<file path="src/rtl/machine_ram_arbiter.sv">
// Round-robin arbiter sharing the single Machine_ram port between N requesters.
// One request in flight at a time; read responses routed back to the owner.
module machine_ram_arbiter #(
  parameter int N       = 2,
  parameter int TIMEOUT = 15
) (
  input  logic            system1000,
  input  logic            system1000_rst,
  input  logic [N*96-1:0] reqs,
  output logic [N-1:0]    req_ready,
  output logic [N*66-1:0] rsps,
  output logic [95:0]     ram_req,
  input  logic [65:0]     ram_rsp
);

  localparam int PW = $clog2(N);

  typedef enum logic [1:0] {
    S_IDLE,
    S_ISSUE,
    S_WAIT
  } state_t;

  state_t          r_state;
  state_t          w_next;
  logic [PW-1:0]   r_rr_ptr;
  logic [PW-1:0]   r_owner;
  logic [7:0]      r_timer;
  logic [95:0]     r_ram_req;
  logic [N*66-1:0] r_rsps;

  logic            w_found;
  logic [PW-1:0]   w_win;
  logic [PW-1:0]   w_rr_nxt;
  logic [95:0]     w_win_req;
  logic            w_tmo;

  // Scan from rr_ptr upward, wrapping explicitly since N may not be 2^k.
  always_comb begin
    int idx;
    idx     = 0;
    w_found = 1'b0;
    w_win   = '0;
    for (int k = 0; k < N; k++) begin
      if (!w_found) begin
        idx = int'(r_rr_ptr) + k;
        if (idx >= N) idx = idx - N;
        if (reqs[96*idx+95]) begin
          w_found = 1'b1;
          w_win   = PW'(idx);
        end
      end
    end
  end

  always_comb begin
    w_win_req = reqs[96*int'(w_win) +: 96];
    w_rr_nxt  = (w_win == PW'(N-1)) ? '0 : w_win + PW'(1);
    w_tmo     = (r_timer == 8'(TIMEOUT-1));
  end

  always_comb begin
    req_ready = '0;
    if (!system1000_rst && r_state == S_IDLE && w_found)
      req_ready = N'(1) << w_win;
  end

  always_comb begin
    w_next = r_state;
    unique case (r_state)
      S_IDLE:  if (w_found) w_next = S_ISSUE;
      S_ISSUE: w_next = r_ram_req[94] ? S_IDLE : S_WAIT;
      S_WAIT:  if (ram_rsp[65] || w_tmo) w_next = S_IDLE;
      default: w_next = S_IDLE;
    endcase
  end

  always_ff @(posedge system1000) begin
    if (system1000_rst) begin
      r_state   <= S_IDLE;
      r_rr_ptr  <= '0;
      r_owner   <= '0;
      r_timer   <= '0;
      r_ram_req <= '0;
      r_rsps    <= '0;
    end else begin
      r_state <= w_next;
      r_rsps  <= '0;
      unique case (r_state)
        S_IDLE: begin
          if (w_found) begin
            r_ram_req <= {1'b1, w_win_req[94:0]};
            r_owner   <= w_win;
            r_rr_ptr  <= w_rr_nxt;
          end else begin
            r_ram_req <= '0;
          end
        end
        S_ISSUE: begin
          r_ram_req <= '0;
          r_timer   <= '0;
        end
        S_WAIT: begin
          if (ram_rsp[65])
            r_rsps[66*int'(r_owner) +: 66] <= {1'b1, ram_rsp[64:0]};
          else if (w_tmo)
            r_rsps[66*int'(r_owner) +: 66] <= {2'b11, 64'd0};
          else
            r_timer <= r_timer + 8'd1;
        end
        default: r_ram_req <= '0;
      endcase
    end
  end

  assign ram_req = r_ram_req;
  assign rsps    = r_rsps;

endmodule

</file>
<file path="config.mk">
export PLATFORM = sky130hd
export DESIGN_NAME = machine_ram_arbiter
export DESIGN_NICKNAME = d
export VERILOG_FILES = /design/src/rtl/machine_ram_arbiter.sv
export SDC_FILE = /design/constraint.sdc
export NUM_CORES = 1
export LEC_CHECK = 0
export CORE_AREA = 2 2 192 194
export CTS_BUF_LIST = sky130_fd_sc_hd__clkbuf_4 sky130_fd_sc_hd__clkbuf_8
export DETAILED_ROUTE_END_ITERATION = 10
export DIE_AREA = 0 0 194 196
export PLACE_DENSITY_LB_ADDON = 0.1
export SKIP_LAST_GASP = 1
export SLEW_MARGIN = 20
export SYNTH_ARGS = -nofsm -noshare
export SYNTH_HDL_FRONTEND = slang
export SYNTH_SLANG_ARGS = --single-unit
</file>
<file path="constraint.sdc">
create_clock -name system1000 -period 2 [get_ports system1000]
set_input_delay 0.4 -clock system1000 [delete_from_list [all_inputs] [get_ports system1000]]
set_output_delay 0.4 -clock system1000 [all_outputs]
set_load 0.02 [all_outputs]
</file>
After elaboration in Yosys (flattened, before gate mapping)
Cells that the tools add are included.
- bits in registers: 240
- input port bits: 260
- output and inout port bits: 230
- logic and storage cells: 75
- add/subtract/negate cells: 8
- multipliers: 4
- $lt $le $gt $ge: 4
- equal/unequal tests: 7
- shift operators: 5
- multiplexer cells: 28
- bitwise gates (word level): 3
- reduce and logical (&&, ||, !) cells: 10
- operator list (kind ; count):
    AND 132 bit ; 2
    2-to-1 mux 132 bit ; 2
    one-hot mux 96 bit (2 select lines) ; 1
    indexed part select 192 x 9 -> 95 bit ; 1
    variable shift 66 x 33 -> 132 bit (first input constant) ; 1
    indexed part select 66 x 33 -> 132 bit ; 1
    indexed part select 66 x 33 -> 132 bit (first input constant) ; 1
    2-to-1 mux 32 bit ; 3
    2-to-1 mux 96 bit ; 1
    adder 32 x 8 -> 32 bit (second input constant) ; 2
    < comparator 32 x 10 -> 1 bit (second input constant) ; 2
    multiplier 3 x 32 -> 27 bit (first input constant) ; 2
    negator 8 -> 33 bit ; 1
    binary-select mux 1 bit (select 8 bit) ; 2
    2-to-1 mux 8 bit ; 2
    one-hot mux 8 bit (2 select lines) ; 1
    2-to-1 mux 1 bit ; 11
    adder 8 x 1 -> 8 bit (second input constant) ; 1
    equality test 8 x 4 -> 1 bit (second input constant) ; 1
    2-to-1 mux 2 bit ; 4
    != test 2 bit (second input constant) ; 4
    multiplier 6 x 1 -> 7 bit (first input constant) ; 1
    one-hot mux 2 bit (3 select lines) ; 1
    AND reduction 2 bit ; 2
    18 further kinds ; 19

Depth between registers and ports, before layout
- word-level depth: 20
- depth in mapped cells: 7
- depth with buffers taken out: 6

Worst setup path after synthesis
OpenSTA, ideal clock, no wires.
- path kind: reg-to-output
- start point: register r_state[1]
- end point: output port req_ready[0]
- data arrival time: 1532 ps
- required time: 1600 ps
- path slack: 68 ps
- cell stages (with the launch flop): 6
- buffers on the path: 2
- cells stage by stage: dfxtp_1 > nor3_1 > o21ai_1 > buf_2 > buf_2 > a21oi_1
- longest elaborated chain between the ends: 4
- RTL lines (what ; line ; RTL):
    start: declaration ; 24 ; state_t r_state;
    start signal: assignment ; 87 ; r_state <= w_next;
    zero test 2 bit ; 64 ; if (!system1000_rst && r_state == S_IDLE && w_found)
    logical AND 1 bit (2 in series) ; 64 ;
    2-to-1 mux 2 bit ; 64 ;
    end: declaration ; 10 ; output logic [N-1:0] req_ready,
Every way passes these cells.

Final worst setup path
- start point: input port system1000_rst
- end point: output port req_ready[0]
- longest elaborated chain between the ends: 4
- RTL lines (what ; line ; RTL):
    start: declaration ; 8 ; input logic system1000_rst,
    zero test 1 bit ; 64 ;
    logical AND 1 bit (2 in series) ; 64 ;
    2-to-1 mux 2 bit ; 64 ;
Every way passes these cells.

==> out/results.md <==
• area grow syn2layout: 83.8%
• number of hold violations in the final report: 0
• sequential cell area fraction in the yosys report: 0.589
• Max-cap violations: 0
• Period Utilization, post-route: 0.982
• remaining design rule violation count: 0
• net switching power of the design: 2.99 mW
• largest clock skew in the final design: 0.0313 ns
• CP Depth: 6
• worst-case hold path end point: rsps[124]$_SDFF_PP0_
• main combinational cell family by area after synthesis: simple AND/OR/NAND/NOR gates
• placed wire-length estimate: 23800 µm
• Via Count: 7394
• outcome: complete, no violations
• register bit count reported by yosys: 240
• I/O pin cnt: 490
• mux contribution to synthesized area: 0.122
• worst reg2reg path endpoint: r_timer[5]$_SDFFE_PP0P_
• Reg-to-Reg Start: r_timer[0]$_SDFFE_PP0P_
• routability congestion estimate: 0.762
• post-layout minimum cycle time: 1.96 ns
• cell area after synthesis: 8150 µm²
• core area: 36100 µm²
• global-route wire length before repair: 45700 µm
• clock net sink count: 240
• WHS Path Cells: 2
• internal power: 8.94 mW
• register-to-register setup slack: 0.18 ns
• cells on worst reg2reg path: 6
• count of mapped cells out of synthesis: 787
• worst hold-check path type: input port to register
• highest attainable clock frequency: 0.509 GHz
• slowest library cell on the worst path: sky130_fd_sc_hd__clkdlybuf4s50_1
• leading register cell type out of synthesis: sky130_fd_sc_hd__dfxtp_1
• Core Util, Final: 0.415
• Post-Route WL: 31400 µm
• Die Span X: 194 µm
• async set-reset flop share out of synthesis: 0
• Max rail drop VDD: 0.000394 V
• standard cell area after detailed placement: 13900 µm²
• nets: 1581
• share of layout cells above drive strength 1: 0.106
• xor and xnor area share after synthesis: 0
• required time of the critical path: 1.60 ns
• initial antenna violation count: 3
• clock network power share: 0.427
• Yosys top cell area share: 0.589
• Routed Antenna Nets: 0
• clock network latency to the later pin of the worst-skew pair: 0.58 ns
• CTS tree: yes
• hold path startpoint: ram_rsp[58]
• worst path cell trace: clkdlybuf4s50_1 -> nor3_2 -> buf_4 -> o21ai_4 -> a21oi_2 -> buf_6
• top cells by area in the synthesized netlist: sky130_fd_sc_hd__dfxtp_1 (59%), sky130_fd_sc_hd__mux2i_1 (12%), sky130_fd_sc_hd__and2_1 (9.9%), sky130_fd_sc_hd__o21ai_1 (6.0%), sky130_fd_sc_hd__nand2_1 (4.9%)
• count of hold-fix buffers inserted at cts: 0
• initial DRC count: 187
• height of the die: 196 µm
• wire per inst: 17.3 µm
• share of synthesized cell area in and, or, nand and nor gates: 0.182
• largest net degree at the start of global routing: 54
• Setup Viol. Count Final: 0
• Global Route Usage Sum: 0.159
• clock edge transition at the registers on the reported setup and hold paths: 0.06 ns
• worst-margin pin slew: 0.360 ns
• number of optimization iterations in the first detailed-route pass: 4
• average instance area after synthesis: 10.4 µm²
• Slew Limit Headroom: 0.758
• deepest level of the CTS H-tree: 2
• yosys warns: 0
• Synth cell types: 37
• residual overflow from global routing: 0
• largest area contributor in the netlist: sky130_fd_sc_hd__dfxtp_1
• logic gate share of total power: 0.149
• Static Leak: 6.55 nW
• Switching Share: 0.250
• Synthesized Nets: 1049
• Post-synth EDFFs: 0
• critical path class: input port to primary output
• clock tree root buffer cell: sky130_fd_sc_hd__clkbuf_8
• sequential group share of total power: 0.424
• number of pins exceeding their max-slew limit in the final report: 0
• Bufs on Longest Clock Path: 3
• Final Instance Area: 15000 µm²
• most common cell in the synthesized netlist: sky130_fd_sc_hd__dfxtp_1
• Compound-Gate Fraction of Synth Area: 0.0729
• Site Rows: 70
• unrepaired setup endpoints after global routing: true
• Synth top cells by count: sky130_fd_sc_hd__dfxtp_1 (240), sky130_fd_sc_hd__and2_1 (129), sky130_fd_sc_hd__nand2_1 (106)
• critical path endpoint category: primary output
• peak fanout along the critical path: 3
• number of clock buffers inserted by TritonCTS: 46
• family with the most delay on the worst path: buffers and inverters
• PD cells: 796 nW/µm²
• arrival time reported for the critical path endpoint: 1.56 ns
• Die Footprint: 38000 µm²
• number of buffer and inverter stages on the critical path: 3
• slowest stage delay, CP: 0.48 ns
• adder and majority cell fraction of the synthesized area: 0.00307
• startpoint kind of the worst setup timing path: input port
• starting utilization of the core area: 0.226
• Port Buf Inserts: 489
• vias per inst: 4.06
• number of global-route vias before repair: 7525
-- logic make-up after synthesis --
| group | count (synthesis) |
|---|---|
| compound gates | 113 |
| flops | 240 |
| buf+inv | 53 |
| fa+ha+maj | 2 |
| mux | 99 |
| simple gates | 280 |
-- layout by cell type, fill, tap and decap left out, types with 2 or more instances in the layout --
cell                              synthesis  routed
sky130_fd_sc_hd__dlymetal6s2s_1           0      23
sky130_fd_sc_hd__o211ai_1                 2       2
sky130_fd_sc_hd__and3_2                   0       2
sky130_fd_sc_hd__mux2i_1                 98      98
sky130_fd_sc_hd__and2_1                 129     129
sky130_fd_sc_hd__buf_12                   0      17
sky130_fd_sc_hd__clkdlybuf4s50_1          0     435
sky130_fd_sc_hd__dfxtp_4                  0       2
sky130_fd_sc_hd__clkinvlp_4               0       3
sky130_fd_sc_hd__or2_2                    2       2
sky130_fd_sc_hd__a31oi_1                  2       2
sky130_fd_sc_hd__dlygate4sd2_1            0      29
sky130_fd_sc_hd__a21oi_1                  5       4
sky130_fd_sc_hd__ha_1                     2       2
sky130_fd_sc_hd__buf_4                    5      26
sky130_fd_sc_hd__clkbuf_8                 0      56
sky130_fd_sc_hd__buf_6                    0       2
sky130_fd_sc_hd__o32ai_1                  2       2
sky130_fd_sc_hd__clkbuf_4                 0      16
sky130_fd_sc_hd__nand2_1                106     105
sky130_fd_sc_hd__clkinv_2                 0       4
sky130_fd_sc_hd__or2_1                    2       2
sky130_fd_sc_hd__dfxtp_1                240     238
sky130_fd_sc_hd__o21ai_1                 98      97
sky130_fd_sc_hd__nor2b_1                  3       3
sky130_fd_sc_hd__and3_1                   5       2
sky130_fd_sc_hd__nand2b_4                 1       2
sky130_fd_sc_hd__nand3_1                  9       9
sky130_fd_sc_hd__a211o_1                  2       2
sky130_fd_sc_hd__nor3_1                   6       5
sky130_fd_sc_hd__inv_1                    4       4
sky130_fd_sc_hd__nor2_1                   6       6
-- flip-flops by register name (all words and copies together) (netlist names) --
| register | flops |
|---|---|
| r_state | 2 |
| r_owner | 1 |
| ram_req | 96 |
| rsps | 132 |
| r_rr_ptr | 1 |
| r_timer | 8 |
-- power by group through the flow --
stage          combinational [mW]  clock (mW)  sequential, mW
2_1_floorplan               0.447           0            5.37
3_3_place_gp                 1.82           0            5.16
3_5_place_dp                 1.82           0            5.17
4_1_cts                      1.80        5.31            5.07
5_1_grt                      1.90        5.50            5.09
6_report                     1.78        5.09            5.06
-- layout make-up --
cell class | count | area [µm²]
clock inverters | 9 | 83.8
multi-input cells | 494 | 3140
repair buffers | 532 | 5450
inverters | 5 | 18.8
fillers | 3618 | 21100
well taps | 468 | 586
clock buffers | 72 | 891
flip-flops and latches | 240 | 4810
diodes | 1 | 2.50
-- routing by layer --
metal,global-route usage,part of all wire
met1,0.171,0.38
met2,0.273,0.48
met3,0.0813,0.12
met4,0.0455,0.019
met5,0,0.00041
-- stage by stage --
| step | setup TNS [ns] | power [mW] | cells | hold WS, ns | setup slack (ns) |
|---|---|---|---|---|---|
| after floorplan | 0 | 5.82 | 787 | 0.433 | 0.0684 |
| after global placement | 0 | 6.99 | 1737 | 0.433 | 0.00531 |
| after detailed placement | 0 | 6.98 | 1737 | 0.440 | 0.00772 |
| after CTS | -0.0425 | 12.2 | 1819 | 0.342 | -0.0425 |
| after global routing | -0.0966 | 12.5 | 1820 | 0.364 | -0.0756 |
| final | 0 | 11.9 | 1821 | 0.398 | 0.0362 |
-- worst max-delay path by stage --
stage	startpoint	end
after floorplan	r_state[1]$_SDFFE_PP0P_	req_ready[0]
after global placement	reqs[95]	ram_req[29]$_SDFFE_PP0N_
after detailed placement	reqs[95]	ram_req[77]$_SDFFE_PP0N_
after CTS	r_state[0]$_SDFFE_PP0P_	req_ready[0]
after global routing	r_state[1]$_SDFFE_PP0P_	req_ready[0]
final	system1000_rst	req_ready[0]
-- repair_timing --
action | CTS | global route
endpoints found under the setup margin | 31 | 25
pin swaps | 1 | 2
setup buffers | 1 | 1
gates resized for setup | 35 | 27
(Power assumes the default switching activity.)
